**src/rtl/huffman_pkg.sv**
```systemverilog
// Shared constants, state encoding and table-checking helpers for the Huffman decoder.
package huffman_pkg;

    localparam int NUM_SYM = 6;
    localparam int MAX_LEN = 8;

    localparam logic [2:0] A1 = 3'd1;
    localparam logic [2:0] A2 = 3'd2;
    localparam logic [2:0] A3 = 3'd3;
    localparam logic [2:0] A4 = 3'd4;
    localparam logic [2:0] A5 = 3'd5;
    localparam logic [2:0] A6 = 3'd6;

    typedef enum logic [1:0] {
        ST_IDLE = 2'd0,
        ST_RUN  = 2'd1,
        ST_BAD  = 2'd2
    } state_e;

    // Entry k is the mask for a (k+1)-bit code.
    localparam logic [MAX_LEN-1:0][7:0] LEGAL_MASKS = {
        8'hFF, 8'h7F, 8'h3F, 8'h1F, 8'h0F, 8'h07, 8'h03, 8'h01
    };

    function automatic logic mask_legal(input logic [7:0] m);
        logic ok;
        ok = 1'b0;
        for (int k = 0; k < MAX_LEN; k++) begin
            if (m == LEGAL_MASKS[k]) ok = 1'b1;
        end
        return ok;
    endfunction

    function automatic logic [3:0] popcount8(input logic [7:0] m);
        logic [3:0] c;
        c = 4'd0;
        for (int k = 0; k < 8; k++) begin
            c = c + {3'd0, m[k]};
        end
        return c;
    endfunction

endpackage

```
**src/rtl/huffman_decoder_hc_match.sv**
```systemverilog
// Per-symbol comparator: masked value equality plus exact code length.
module hc_match
    import huffman_pkg::*;
(
    input  logic [7:0] sh_i,
    input  logic [3:0] len_i,
    input  logic [7:0] hc_i,
    input  logic [7:0] m_i,
    output logic       hit_o
);

    // A zero mask has popcount 0 and can never equal a post-shift length.
    assign hit_o = ((sh_i & m_i) == (hc_i & m_i)) && (len_i == popcount8(m_i));

endmodule

```
**src/rtl/huffman_decoder.sv**
```systemverilog
// Serial Huffman decoder: loads a 6-entry code table, then shifts in bits MSB
// first and emits the matching symbol index one cycle after the final bit.
module huffman_decoder
    import huffman_pkg::*;
(
    input  logic       clk,
    input  logic       reset,
    input  logic       code_valid,
    input  logic [7:0] HC1,
    input  logic [7:0] HC2,
    input  logic [7:0] HC3,
    input  logic [7:0] HC4,
    input  logic [7:0] HC5,
    input  logic [7:0] HC6,
    input  logic [7:0] M1,
    input  logic [7:0] M2,
    input  logic [7:0] M3,
    input  logic [7:0] M4,
    input  logic [7:0] M5,
    input  logic [7:0] M6,
    input  logic       bit_valid,
    input  logic       bit_in,
    input  logic       flush,
    output logic       bit_ready,
    output logic       sym_valid,
    output logic [2:0] sym,
    output logic       dec_err,
    output logic       tbl_err
);

    state_e                    state_q, state_d;
    logic [NUM_SYM-1:0][7:0]   hc_q, hc_d, m_q, m_d;
    logic [NUM_SYM-1:0][7:0]   hc_in, m_in;
    logic [7:0]                sh_q, sh_d, sh_next;
    logic [3:0]                len_q, len_d, len_next;
    logic [2:0]                sym_q, sym_d, hit_sym;
    logic                      sym_valid_q, sym_valid_d;
    logic                      dec_err_q, dec_err_d;
    logic [NUM_SYM-1:0]        hit;
    logic                      tbl_ok;

    assign hc_in = {HC6, HC5, HC4, HC3, HC2, HC1};
    assign m_in  = {M6, M5, M4, M3, M2, M1};

    assign sh_next  = {sh_q[6:0], bit_in};
    assign len_next = len_q + 4'd1;

    // Comparators see the candidate accumulator including the incoming bit.
    for (genvar g = 0; g < NUM_SYM; g++) begin : g_match
        hc_match u_match (
            .sh_i  (sh_next),
            .len_i (len_next),
            .hc_i  (hc_q[g]),
            .m_i   (m_q[g]),
            .hit_o (hit[g])
        );
    end

    // Lowest-numbered symbol wins when an ambiguous table yields several hits.
    always_comb begin
        hit_sym = 3'd0;
        for (int i = NUM_SYM - 1; i >= 0; i--) begin
            if (hit[i]) hit_sym = 3'(i + 1);
        end
    end

    // Validity of the table being presented on the load strobe.
    always_comb begin
        tbl_ok = 1'b1;
        for (int i = 0; i < NUM_SYM; i++) begin
            if (!mask_legal(m_in[i])) tbl_ok = 1'b0;
        end
    end

    // Next-state and datapath: table load beats flush beats bit accumulation.
    always_comb begin
        state_d     = state_q;
        hc_d        = hc_q;
        m_d         = m_q;
        sh_d        = sh_q;
        len_d       = len_q;
        sym_d       = sym_q;
        sym_valid_d = 1'b0;
        dec_err_d   = 1'b0;
        if (code_valid) begin
            hc_d    = hc_in;
            m_d     = m_in;
            sh_d    = 8'd0;
            len_d   = 4'd0;
            state_d = tbl_ok ? ST_RUN : ST_BAD;
        end else if (state_q == ST_RUN) begin
            if (flush) begin
                sh_d  = 8'd0;
                len_d = 4'd0;
            end else if (bit_valid) begin
                sh_d  = sh_next;
                len_d = len_next;
                if (|hit) begin
                    sym_d       = hit_sym;
                    sym_valid_d = 1'b1;
                    sh_d        = 8'd0;
                    len_d       = 4'd0;
                end else if (len_next == 4'(MAX_LEN)) begin
                    dec_err_d = 1'b1;
                    sh_d      = 8'd0;
                    len_d     = 4'd0;
                end
            end
        end
    end

    // State, table and output registers; reset discards everything.
    always_ff @(posedge clk or negedge reset) begin
        if (!reset) begin
            state_q     <= ST_IDLE;
            hc_q        <= '0;
            m_q         <= '0;
            sh_q        <= 8'd0;
            len_q       <= 4'd0;
            sym_q       <= 3'd0;
            sym_valid_q <= 1'b0;
            dec_err_q   <= 1'b0;
        end else begin
            state_q     <= state_d;
            hc_q        <= hc_d;
            m_q         <= m_d;
            sh_q        <= sh_d;
            len_q       <= len_d;
            sym_q       <= sym_d;
            sym_valid_q <= sym_valid_d;
            dec_err_q   <= dec_err_d;
        end
    end

    assign bit_ready = (state_q == ST_RUN);
    assign tbl_err   = (state_q == ST_BAD);
    assign sym_valid = sym_valid_q;
    assign sym       = sym_q;
    assign dec_err   = dec_err_q;

endmodule

```
**config.mk**
```make
export PLATFORM = sky130hd
export DESIGN_NAME = huffman_decoder
export DESIGN_NICKNAME = d
export VERILOG_FILES = /design/src/rtl/huffman_pkg.sv /design/src/rtl/huffman_decoder_hc_match.sv /design/src/rtl/huffman_decoder.sv
export SDC_FILE = /design/constraint.sdc
export NUM_CORES = 1
export LEC_CHECK = 0
export BUFFER_PORTS_ARGS = -buffer_cell sky130_fd_sc_hd__buf_2
export CAP_MARGIN = 20
export CORE_MARGIN = 4
export CORE_UTILIZATION = 53
export DETAILED_ROUTE_END_ITERATION = 8
export PLACE_DENSITY = 0.79
export REMOVE_ABC_BUFFERS = 1
export SLEW_MARGIN = 40
export SYNTH_ARGS = -nofsm -noshare
export SYNTH_HDL_FRONTEND = slang
export SYNTH_SLANG_ARGS = --single-unit
```
**constraint.sdc**
```tcl
create_clock -name clk -period 6.15 [get_ports clk]
set_clock_uncertainty 0.1 [all_clocks]
set_input_delay 0.3075 -clock clk [delete_from_list [all_inputs] [get_ports clk]]
set_output_delay 0.3075 -clock clk [all_outputs]
set_load 0.02 [all_outputs]
```
==> flow_summary.json <==
{
  "gr-usage-met3": 0.0783,
  "async_flop_share": 1.00,
  "dp.cells": 851,
  "boundaryPins": 109,
  "grt_max_degree": 79,
  "critPathCaptureType": "flip-flop",
  "yosys_warnings": 0,
  "fillerInstances": 939,
  "clk_pin_slew_worst_paths_ps": 50,
  "wirelength_um": 16200,
  "worst_pin_slew_ps": 744,
  "maxSlewViolCount": 0,
  "ff_latch_area_um2": 2850,
  "ys_ff_latch": 114,
  "internal-power_w": 0.00186,
  "drv_cap": 0,
  "area_growth_pct": 20.1,
  "vias": 4817,
  "netlist_instances": 600,
  "swShare": 0.272,
  "timing.fmax_mhz": 208,
  "synth_top_area_frac": 0.435,
  "p_switching_w": 0.000695,
  "vdd_drop_max_mv": 0.183,
  "grt-ovfl-total": 0,
  "drive_gt1_frac": 0.297,
  "hold_class": "in -> reg",
  "initial_utilization": 0.544,
  "setup_tns_ps": 0,
  "worstPathArrival_ps": 5010,
  "period_share": 0.782,
  "gp_congestion": 0.928,
  "grt_pass1_wl_um": 26600,
  "hold_viol": 0,
  "cts_setup_buffers": 0,
  "cts_root_buffer": "clkbuf_16",
  "die_x_um": 119,
  "firstDrtPassIters": 5,
  "status": "completed",
  "met1_usage": 0.299,
  "path_buf_inv": 2,
  "drtAntennaViolNets": 0,
  "cts_tree": "done",
  "rows": 40,
  "drc": 0,
  "clockBufferDepth": 2,
  "synth_ff_type": "dfrtp_1",
  "cts.hold.buffers_added": 1,
  "path_common_cell": "fa_1",
  "finalSetupViolCount": 0,
  "fin_crit_ps": 4810,
  "p_leak_nw": 3.77,
  "synth_most_common_cell": "dfrtp_1",
  "multi_input_area_um2": 3320,
  "antennaDiodeCount": 0,
  "rsz0062_at_grt": "no",
  "antenna_found_initial": 0,
  "crit_slowest_cell": "fa_1",
  "clk_latency_ps": 420,
  "top_usage_layer": "met2",
  "die_y_um": 119,
  "max-slew-margin-rel": 0.502,
  "die_area_um2": 14200,
  "fin_cells": 883,
  "p_per_area_nw_per_um2": 324,
  "grt_pass1_vias": 5210,
  "pwr-share-seq": 0.335,
  "p_clk_frac": 0.435,
  "synth_area_leaders": "dfrtp_1 (43%), mux2_2 (10%), fa_1 (7.3%), xor2_1 (6.9%), inv_1 (3.8%)",
  "path_cells": "ha_1 -> inv_1 -> fa_1 -> fa_1 -> fa_1 -> inv_1 -> fa_1 -> xor2_1 -> a211oi_1 -> nand3_1 -> nor4_2 -> nor2_1 -> o2111a_1 -> mux2_2",
  "crit_family": "adder cells",
  "layout.nets": 848,
  "avgSynthCellArea_um2": 10.9,
  "vias_per_cell": 5.46,
  "portBuffers": 108,
  "crit_required_ps": 6350,
  "slowest_delay_ps": 540,
  "cts_resized": 0,
  "cts_buffers": 17,
  "met2_usage": 0.394,
  "cp_max_fo": 9,
  "clkSinkCount": 114,
  "synth.cell_area_um2": 6560,
  "yosysSeqAreaShare": 0.435,
  "wl_per_cell_um": 18.4,
  "core_um2": 12100,
  "power_frac_comb": 0.231,
  "drt-initial-drc-count": 356,
  "start_kind": "flip-flop",
  "ys_types": 47,
  "synth-edff-count": 0,
  "dpl.hpwl_um": 11800,
  "synth_top_area_cell": "dfrtp_1",
  "reg2reg_slack_ps": 1340,
  "yosys-top-cells-count": "dfrtp_1 (114), inv_1 (67), mux2_2 (60)",
  "h-tree-depth": 4,
  "crit_type": "reg -> reg",
  "track_usage": 0.242
}
## metrics by stage
stage	hold WS (ps)	total power (W)	cell area (um2)	utilization	worst slack [ps]
6_report	17.9	0.00256	7880	0.653	1340
4_1_cts	7.46	0.00257	7880	0.653	1400
3_5_place_dp	321	0.00145	7200	0.597	1500
5_1_grt	9.41	0.00269	7880	0.653	1160
2_1_floorplan	-88.1	0.00128	6430	-	1890
3_3_place_gp	312	0.00141	7200	0.597	1690
## sequential cells by signal (all words and copies together) (netlist names)
signal / count
dec_err: 1
sym: 3
hc_q: 48
state_q: 2
sym_valid: 1
len_q: 4
sh_q: 7
m_q: 48
## area by class of cell
type | instances | area share
Clock buffer | 23 | 0.0632
Multi-Input combinational cell | 392 | 0.421
Tap cell | 168 | 0.0267
Sequential cell | 114 | 0.362
Timing Repair Buffer | 111 | 0.0729
Clock inverter | 8 | 0.0219
Inverter | 67 | 0.0319
## worst paths after layout
path	to	cells after the start	start
max	len_q[0]	14	m_q[16]
min	hc_q[17]	2	HC3[1]
max reg2reg	len_q[0]	14	m_q[16]
min reg2reg	sym[2]	1	sym[2]
max in group asynchronous	hc_q[14]	3	reset
min in group asynchronous	hc_q[12]	2	reset
## layout by cell type, fill, tap and decap left out, drive strengths merged, types with 4 or more instances in the layout
| master | netlist | layout |
|---|---|---|
| a2111oi | 4 | 4 |
| xnor2 | 26 | 26 |
| nor2b | 11 | 11 |
| nor2 | 20 | 20 |
| o22ai | 9 | 9 |
| a211oi | 5 | 5 |
| dfrtp | 114 | 114 |
| bufinv | 0 | 5 |
| mux2 | 60 | 60 |
| clkbuf | 16 | 23 |
| a22oi | 7 | 7 |
| ha | 19 | 19 |
| a22o | 8 | 8 |
| inv | 67 | 67 |
| xor2 | 53 | 53 |
| a21oi | 17 | 17 |
| nor4 | 7 | 7 |
| buf | 11 | 110 |
| nand2 | 44 | 44 |
| nor3 | 4 | 4 |
| fa | 24 | 24 |
| o21ai | 46 | 46 |
| nand4 | 5 | 5 |
## power groups by stage
stage | combinational [W] | sequential [W] | clock, W
2_1_floorplan | 0.000422 | 0.000854 | 0
3_3_place_gp | 0.000543 | 0.000864 | 0
3_5_place_dp | 0.000579 | 0.000867 | 0
4_1_cts | 0.000595 | 0.000855 | 0.00112
5_1_grt | 0.000666 | 0.000861 | 0.00116
6_report | 0.000590 | 0.000855 | 0.00111
## kinds of logic after synthesis
| group | synth area share |
|---|---|
| compound gates | 0.108 |
| xor+xnor | 0.109 |
| fa+ha+maj | 0.109 |
| buf+inv | 0.0589 |
| flops | 0.435 |
| mux | 0.103 |
| simple gates | 0.0767 |
## per-layer routing
| layer | routed length [um] | vias to the layer above |
|---|---|---|
| met1 | 6570 | 2376 |
| met4 | 469 | 0 |
| met5 | 0 | - |
| met3 | 1270 | 34 |
| li1 | - | 2229 |
| met2 | 7910 | 178 |
No activity file was read; power rests on OpenSTA's default activity.
